==> config.mk <==
export PLATFORM = sky130hd
export DESIGN_NAME = packet_ingress_arbiter
export DESIGN_NICKNAME = d
export VERILOG_FILES = /design/src/rtl/packet_pkg.sv /design/src/rtl/rr_arbiter.sv /design/src/rtl/packet_ingress_arbiter.sv
export SDC_FILE = /design/constraint.sdc
export NUM_CORES = 1
export LEC_CHECK = 0
export ABC_AREA = 1
export BUFFER_PORTS_ARGS = -buffer_cell sky130_fd_sc_hd__buf_2
export CAP_MARGIN = 20
export CORE_ASPECT_RATIO = 0.8
export CORE_MARGIN = 2
export CORE_UTILIZATION = 46
export DETAILED_ROUTE_END_ITERATION = 6
export GPL_ROUTABILITY_DRIVEN = 1
export PLACE_DENSITY = 0.87
export SLEW_MARGIN = 20
export SYNTH_ARGS = -nofsm -noshare
export SYNTH_HDL_FRONTEND = slang
export SYNTH_HIERARCHICAL = 1
export SYNTH_SLANG_ARGS = --single-unit
==> constraint.sdc <==
create_clock -name clk -period 3.1 [get_ports clk]
set_input_delay 0.62 -clock clk [delete_from_list [all_inputs] [get_ports clk]]
set_output_delay 0.62 -clock clk [all_outputs]
set_load 0.05 [all_outputs]
==> src/rtl/packet_pkg.sv <==
// packet_pkg: constants and FSM encoding shared by the packet ingress arbiter and decoder
package packet_pkg;
  localparam int ETH_MTU_BYTES = 1522;
  localparam int WORD_BYTES = 4;
  localparam logic [15:0] VLAN_TPID = 16'h8100;
  localparam logic [3:0] KEEP_FULL = 4'b1111;
  typedef enum logic [1:0] {
    IDLE  = 2'd0,
    XFER  = 2'd1,
    DRAIN = 2'd2,
    GAP   = 2'd3
  } arb_state_t;
endpackage

==> src/rtl/rr_arbiter.sv <==
// rr_arbiter: combinational round-robin picker, searching upward from ptr+1 with wrap-around
module rr_arbiter #(
  parameter int N = 4,
  parameter int W = $clog2(N)
) (
  input  logic [N-1:0] req,
  input  logic [W-1:0] ptr,
  output logic [N-1:0] gnt,
  output logic [W-1:0] idx
);
  logic [W-1:0] cand;
  // walk from the farthest candidate back so the nearest requester after ptr wins
  always_comb begin
    gnt = '0;
    idx = '0;
    cand = '0;
    for (int i = N; i >= 1; i--) begin
      cand = W'((int'(ptr) + i) % N);
      if (req[cand]) begin
        gnt = '0;
        gnt[cand] = 1'b1;
        idx = cand;
      end
    end
  end
endmodule

==> src/rtl/packet_ingress_arbiter.sv <==
// packet_ingress_arbiter: packet-granular round-robin mux of N ingress streams onto the
// decoder input, with MTU truncation and an idle gap after every forwarded last beat.
module packet_ingress_arbiter
  import packet_pkg::*;
#(
  parameter int N_PORTS    = 4,
  parameter int MAX_WORDS  = 381,
  parameter int GAP_CYCLES = 1,
  localparam int PW = $clog2(N_PORTS)
) (
  input  logic                   clk,
  input  logic                   rst,
  input  logic [32*N_PORTS-1:0]  in_data,
  input  logic [N_PORTS-1:0]     in_valid,
  input  logic [N_PORTS-1:0]     in_last,
  input  logic [4*N_PORTS-1:0]   in_keep,
  output logic [N_PORTS-1:0]     in_ready,
  output logic [31:0]            packet4_byte,
  output logic                   data_valid,
  output logic                   last_valid,
  output logic [3:0]             keep,
  output logic [PW-1:0]          grant_port,
  output logic                   busy,
  output logic                   trunc_err
);
  localparam int GW = (GAP_CYCLES > 1) ? $clog2(GAP_CYCLES) : 1;
  arb_state_t state_q, state_d;
  logic [PW-1:0] rr_ptr_q, rr_ptr_d, grant_q, grant_d, arb_idx;
  logic [8:0] word_cnt_q, word_cnt_d;
  logic [GW-1:0] gap_cnt_q, gap_cnt_d;
  logic [31:0] data_q, data_d, sel_data;
  logic [3:0] keep_q, keep_d, sel_keep;
  logic dv_q, dv_d, lv_q, lv_d, trunc_q, trunc_d;
  logic [N_PORTS-1:0] arb_gnt;
  logic sel_valid, sel_last, at_max, gap_done;

  rr_arbiter #(.N(N_PORTS)) u_rr (
    .req(in_valid),
    .ptr(rr_ptr_q),
    .gnt(arb_gnt),
    .idx(arb_idx)
  );

  assign sel_data = in_data[{grant_q, 5'd0} +: 32];
  assign sel_keep = in_keep[{grant_q, 2'd0} +: 4];
  assign sel_valid = in_valid[grant_q];
  assign sel_last = in_last[grant_q];
  assign at_max = word_cnt_q == 9'(MAX_WORDS - 1);
  assign gap_done = gap_cnt_q == GW'(GAP_CYCLES - 1);
  assign in_ready = (state_q == XFER || state_q == DRAIN) ? N_PORTS'(1) << grant_q : '0;
  assign packet4_byte = data_q;
  assign data_valid = dv_q;
  assign last_valid = lv_q;
  assign keep = keep_q;
  assign grant_port = grant_q;
  assign busy = state_q != IDLE;
  assign trunc_err = trunc_q;

  always_comb begin
    state_d = state_q;
    rr_ptr_d = rr_ptr_q;
    grant_d = grant_q;
    word_cnt_d = word_cnt_q;
    gap_cnt_d = gap_cnt_q;
    data_d = data_q;
    keep_d = keep_q;
    dv_d = 1'b0;
    lv_d = 1'b0;
    trunc_d = 1'b0;
    case (state_q)
      IDLE: if (|arb_gnt) begin
        state_d = XFER;
        grant_d = arb_idx;
        rr_ptr_d = arb_idx;
        word_cnt_d = '0;
      end
      XFER: if (sel_valid) begin
        // the MTU-th word closes an oversize packet as a full-keep last beat
        dv_d = 1'b1;
        data_d = sel_data;
        keep_d = (at_max && !sel_last) ? KEEP_FULL : sel_keep;
        lv_d = sel_last || at_max;
        trunc_d = at_max && !sel_last;
        word_cnt_d = (&word_cnt_q) ? word_cnt_q : word_cnt_q + 9'd1;
        state_d = sel_last ? GAP : at_max ? DRAIN : XFER;
        gap_cnt_d = '0;
      end
      DRAIN: if (sel_valid && sel_last) begin
        state_d = GAP;
        gap_cnt_d = '0;
      end
      default: begin
        state_d = gap_done ? IDLE : GAP;
        gap_cnt_d = gap_done ? '0 : gap_cnt_q + 1'b1;
      end
    endcase
  end

  always_ff @(posedge clk or negedge rst) begin
    if (!rst) begin
      state_q <= IDLE;
      rr_ptr_q <= PW'(N_PORTS - 1);
      grant_q <= '0;
      word_cnt_q <= '0;
      gap_cnt_q <= '0;
      data_q <= '0;
      keep_q <= '0;
      dv_q <= 1'b0;
      lv_q <= 1'b0;
      trunc_q <= 1'b0;
    end else begin
      state_q <= state_d;
      rr_ptr_q <= rr_ptr_d;
      grant_q <= grant_d;
      word_cnt_q <= word_cnt_d;
      gap_cnt_q <= gap_cnt_d;
      data_q <= data_d;
      keep_q <= keep_d;
      dv_q <= dv_d;
      lv_q <= lv_d;
      trunc_q <= trunc_d;
    end
  end
endmodule
==> results.txt <==
- The run finished with clean final reports.
* Yosys top cell by area: sky130_fd_sc_hd__dfrtp_1
- Antenna fix cells: 0
- TNS Setup: 0 ns
* Fin crit share: 0.896
* Critical setup path kind: flop to flop
- Max Cap Violations: 0
* Power consumption: 5.71 mW
* Antenna Violating Nets Remaining: 0
- The Yosys step of the flow raised 6 warnings.
* Met2 track demand over resource: 0.457
- Antenna violations before repair: 0
* CTS Buf Count: 5
- TritonCTS clock tree: done
- For met3 alone, demand over resource in global routing was 0.0520.
- In this run the deepest clock path goes through 2 buffers.
* Via count of the first global-routing pass: 4049
- Sorting the synthesized cells by area gives the leading types as sky130_fd_sc_hd__dfrtp_1, sky130_fd_sc_hd__nand2_1, sky130_fd_sc_hd__a22oi_1.
- Sum of overflow across all layers after global routing: 0
- In this run the worst setup path begins at rr_ptr_q[1].
- For this design the ratio of total power to cell area is 1170 nW/um^2.
- At the end of routability-driven placement, the weighted congestion stood at 0.901.
- Pins over their slew limit: 0
- For this run, the top clock speed supported by timing is 360 MHz.
- The clock reaches the later pin of the worst-skew pair after 0.32 ns.
- In this run the vertical extent of the chip is 84.4 um.
* Die ar.: 8830 sq um
- The floorplan step set the die width to 105 um.
- For this configuration, the core starts out at a cell density of 0.472.
* Worst hold path type: input pin to async pin
* Number of rows created at floorplan: 29
- Register-to-register setup slack: 0.32 ns
- Mean area per synthesized cell: 7.42 sq um
- The global routing stage identified its most utilized layer as met2.
- CTS HTree Levels: 2
- Headroom to the max-slew limit came out at 0.367.
* CP Launch Type: flop
* Cells along the critical path: inv_1, ha_2, inv_1, nand3_1, nand2_2, nor2_2, nand2_1, nand3_1, nand2_1, inv_1, nor2_1, nand3_1, nand2_1, nor2_4, inv_1, nand2_1, o21ai_0
* Syn_nets: 668
- Summed over all layers, the routed wires come to 11800 um.
- Max Fanout on Critical Path: 11
* DR DRC count: 0
* Top-level port count: 200
- Setup repair after global routing left no endpoint under its margin.
- Counting flops and latches in the post-synthesis netlist gives 54.
- Signal arrival time at the worst endpoint: 2.97 ns
- On the worst path, the slowest cell contributes a delay of 0.63 ns.
- Of the post-synthesis cell area, the dominant cell type holds 0.350.
* Clock Root Buffer: sky130_fd_sc_hd__clkbuf_8
- In this run the critical register-to-register path is launched from rr_ptr_q[1].
- Post-synthesis to final-layout area growth: 31.8%
- The worst setup path is captured at a flop.
- Yosys mapped the design onto 32 distinct sky130hd cell types.
* Number of buffers inserted by hold repair at cts: 0
- For this run, the post-layout net count is 859.
- Placed cell areas: 4770 sq um
- Setup violations remaining at the end of the flow were counted as 0.
- # port buffers: 199
- The floorplan step defined a core boundary enclosing 7870 sq um.
- Via density per instance: 5.37
- The first routing iteration left 274 violations.
* Total non-filler cell area in the finished layout: 4900 sq um
* Met1 Resource Use GR: 0.338
- For this design, the slowest cell found on the critical path is sky130_fd_sc_hd__dfstp_2.
- Transition at the pin with the smallest max-transition slack: 0.949 ns
- Entering global routing, the biggest net connects 71 pins.
* Logic depth of the worst register-to-register path: 17
- For the final database, setup skew stands at 0.00883 ns.
* Number of iterations in the first detailed-routing pass: 7
- Overall global routing resource usage: 0.261
- Overall via count from detail_route: 4298
* End of the worst register-to-register path: word_cnt_q[6]
- Clk pin slew, worst setup/hold paths: 0.10 ns
* Static Leakage: 2.48 nW
* Gate count after technology mapping: 501
- Global-route wire length before repair: 18900 um
- Of the synthesized area, sequential elements account for 0.364.
- In this run the worst setup path terminates at word_cnt_q[6].
- Dividing the detail-routed wire length by the instance count gives 14.7 um.
* Final Hold Violating Endpoints: 0
- After synthesis the cells add up to 3720 sq um.
- Sinks on Clock Net: 54
- Share of cells above drive strength 1: 0.348
- Min cycle time layout: 2.78 ns
* Post-DP HPWL: 9110 um
- VDD sags by at most 0.000593 V.
* Data required time of the worst path: 3.30 ns
==> synthesized netlist by cell type, drive strengths merged <==
library cell,number
nand2,174
dfrtp,52
inv,39
nand4,38
a22oi,32
nand3,32
o21a,32
nor2,21
o21ai,21
buf,20
ha,13
a21oi,9
nor3,4
or2,4
clkbuf,3
clkinv,2
dfstp,2
xor2,2
nand3b,1
==> worst min-delay path by stage <==
stage	from	to
floorplan	rst	data_valid
global route	rst	packet4_byte[27]
detailed placement	packet4_byte[17]	packet4_byte[17]
finish	rst	packet4_byte[25]
global placement	keep[0]	keep[0]
CTS	rst	packet4_byte[25]
==> cell families (layout without fill, tap and decap cells) <==
kind of cell / count (synthesis) / in the layout / synth area share
compound gates: 94 / 94 / 0.174
xor+xnor: 2 / 2 / 0.00471
fa+ha+maj: 13 / 13 / 0.0437
buf+inv: 64 / 256 / 0.0801
flops: 54 / 54 / 0.364
simple gates: 274 / 274 / 0.334
==> layout by cell type (no fill, tap or decap), types with 12 or more instances in the layout <==
cell type                   n
sky130_fd_sc_hd__dfrtp_1   52
sky130_fd_sc_hd__buf_2    199
sky130_fd_sc_hd__inv_1     35
sky130_fd_sc_hd__nand3_1   29
sky130_fd_sc_hd__o21ai_0   21
sky130_fd_sc_hd__nor2_1    16
sky130_fd_sc_hd__o21a_1    32
sky130_fd_sc_hd__nand4_1   38
sky130_fd_sc_hd__a22oi_1   32
sky130_fd_sc_hd__ha_1      12
sky130_fd_sc_hd__nand2_1  167
==> power by group <==
| part | switching [mW] | total (mW) | internal, mW | leakage [nW] |
|---|---|---|---|---|
| clock | 0.243 | 0.486 | 0.243 | 0.0585 |
| sequential | 0.234 | 1.26 | 1.03 | 0.644 |
| combinational | 2.80 | 3.97 | 1.17 | 1.78 |
==> routing by layer <==
layer | wire length (um) | share of wire
met5 | 0 | 0
met4 | 139 | 0.012
met3 | 807 | 0.069
met2 | 5850 | 0.50
met1 | 4980 | 0.42
==> final cells by class <==
cell class,count,area (sq um)
Multi-Input combinational cell,383,2080
Sequential cell,54,1350
Inverter,41,154
Fill cell,708,2970
Clock buffer,5,68.8
Clock inverter,3,43.8
Tap cell,108,135
Timing Repair Buffer,207,1070
==> per-stage QoR <==
step / hold slack [ns] / worst slack (ns) / std cells / util
final: 0.232 / 0.322 / 801 / 0.623
after global routing: 0.248 / 0.00657 / 801 / 0.623
after global placement: 0.464 / 0.179 / 792 / 0.606
after CTS: 0.241 / 0.184 / 800 / 0.621
after detailed placement: 0.475 / 0.000971 / 792 / 0.606
after floorplan: 0.324 / 0.421 / 501 / -
==> worst max-delay path: cells and delay by family (launching register included) <==
kind	cells	cell delay, ns
buffers and inverters	4	0.45
AND/OR/NAND/NOR	11	1.07
flip-flops	1	0.63
adder cells (fa/ha/maj)	1	0.41
AO/OA/AOI/OAI	1	0.07
==> sequential cells by signal (all words and copies together) (netlist names) <==
signal,count
data_valid,1
grant_port,2
keep,4
last_valid,1
packet4_byte,32
rr_ptr_q,2
state_q,2
trunc_err,1
word_cnt_q,9
==> what timing repair did <==
item | in CTS | in global routing
resized for setup | 1 | 2
buffers inserted | 0 | 1
endpoints found under the setup margin | 4 | 5
(Power assumes the default switching activity.)
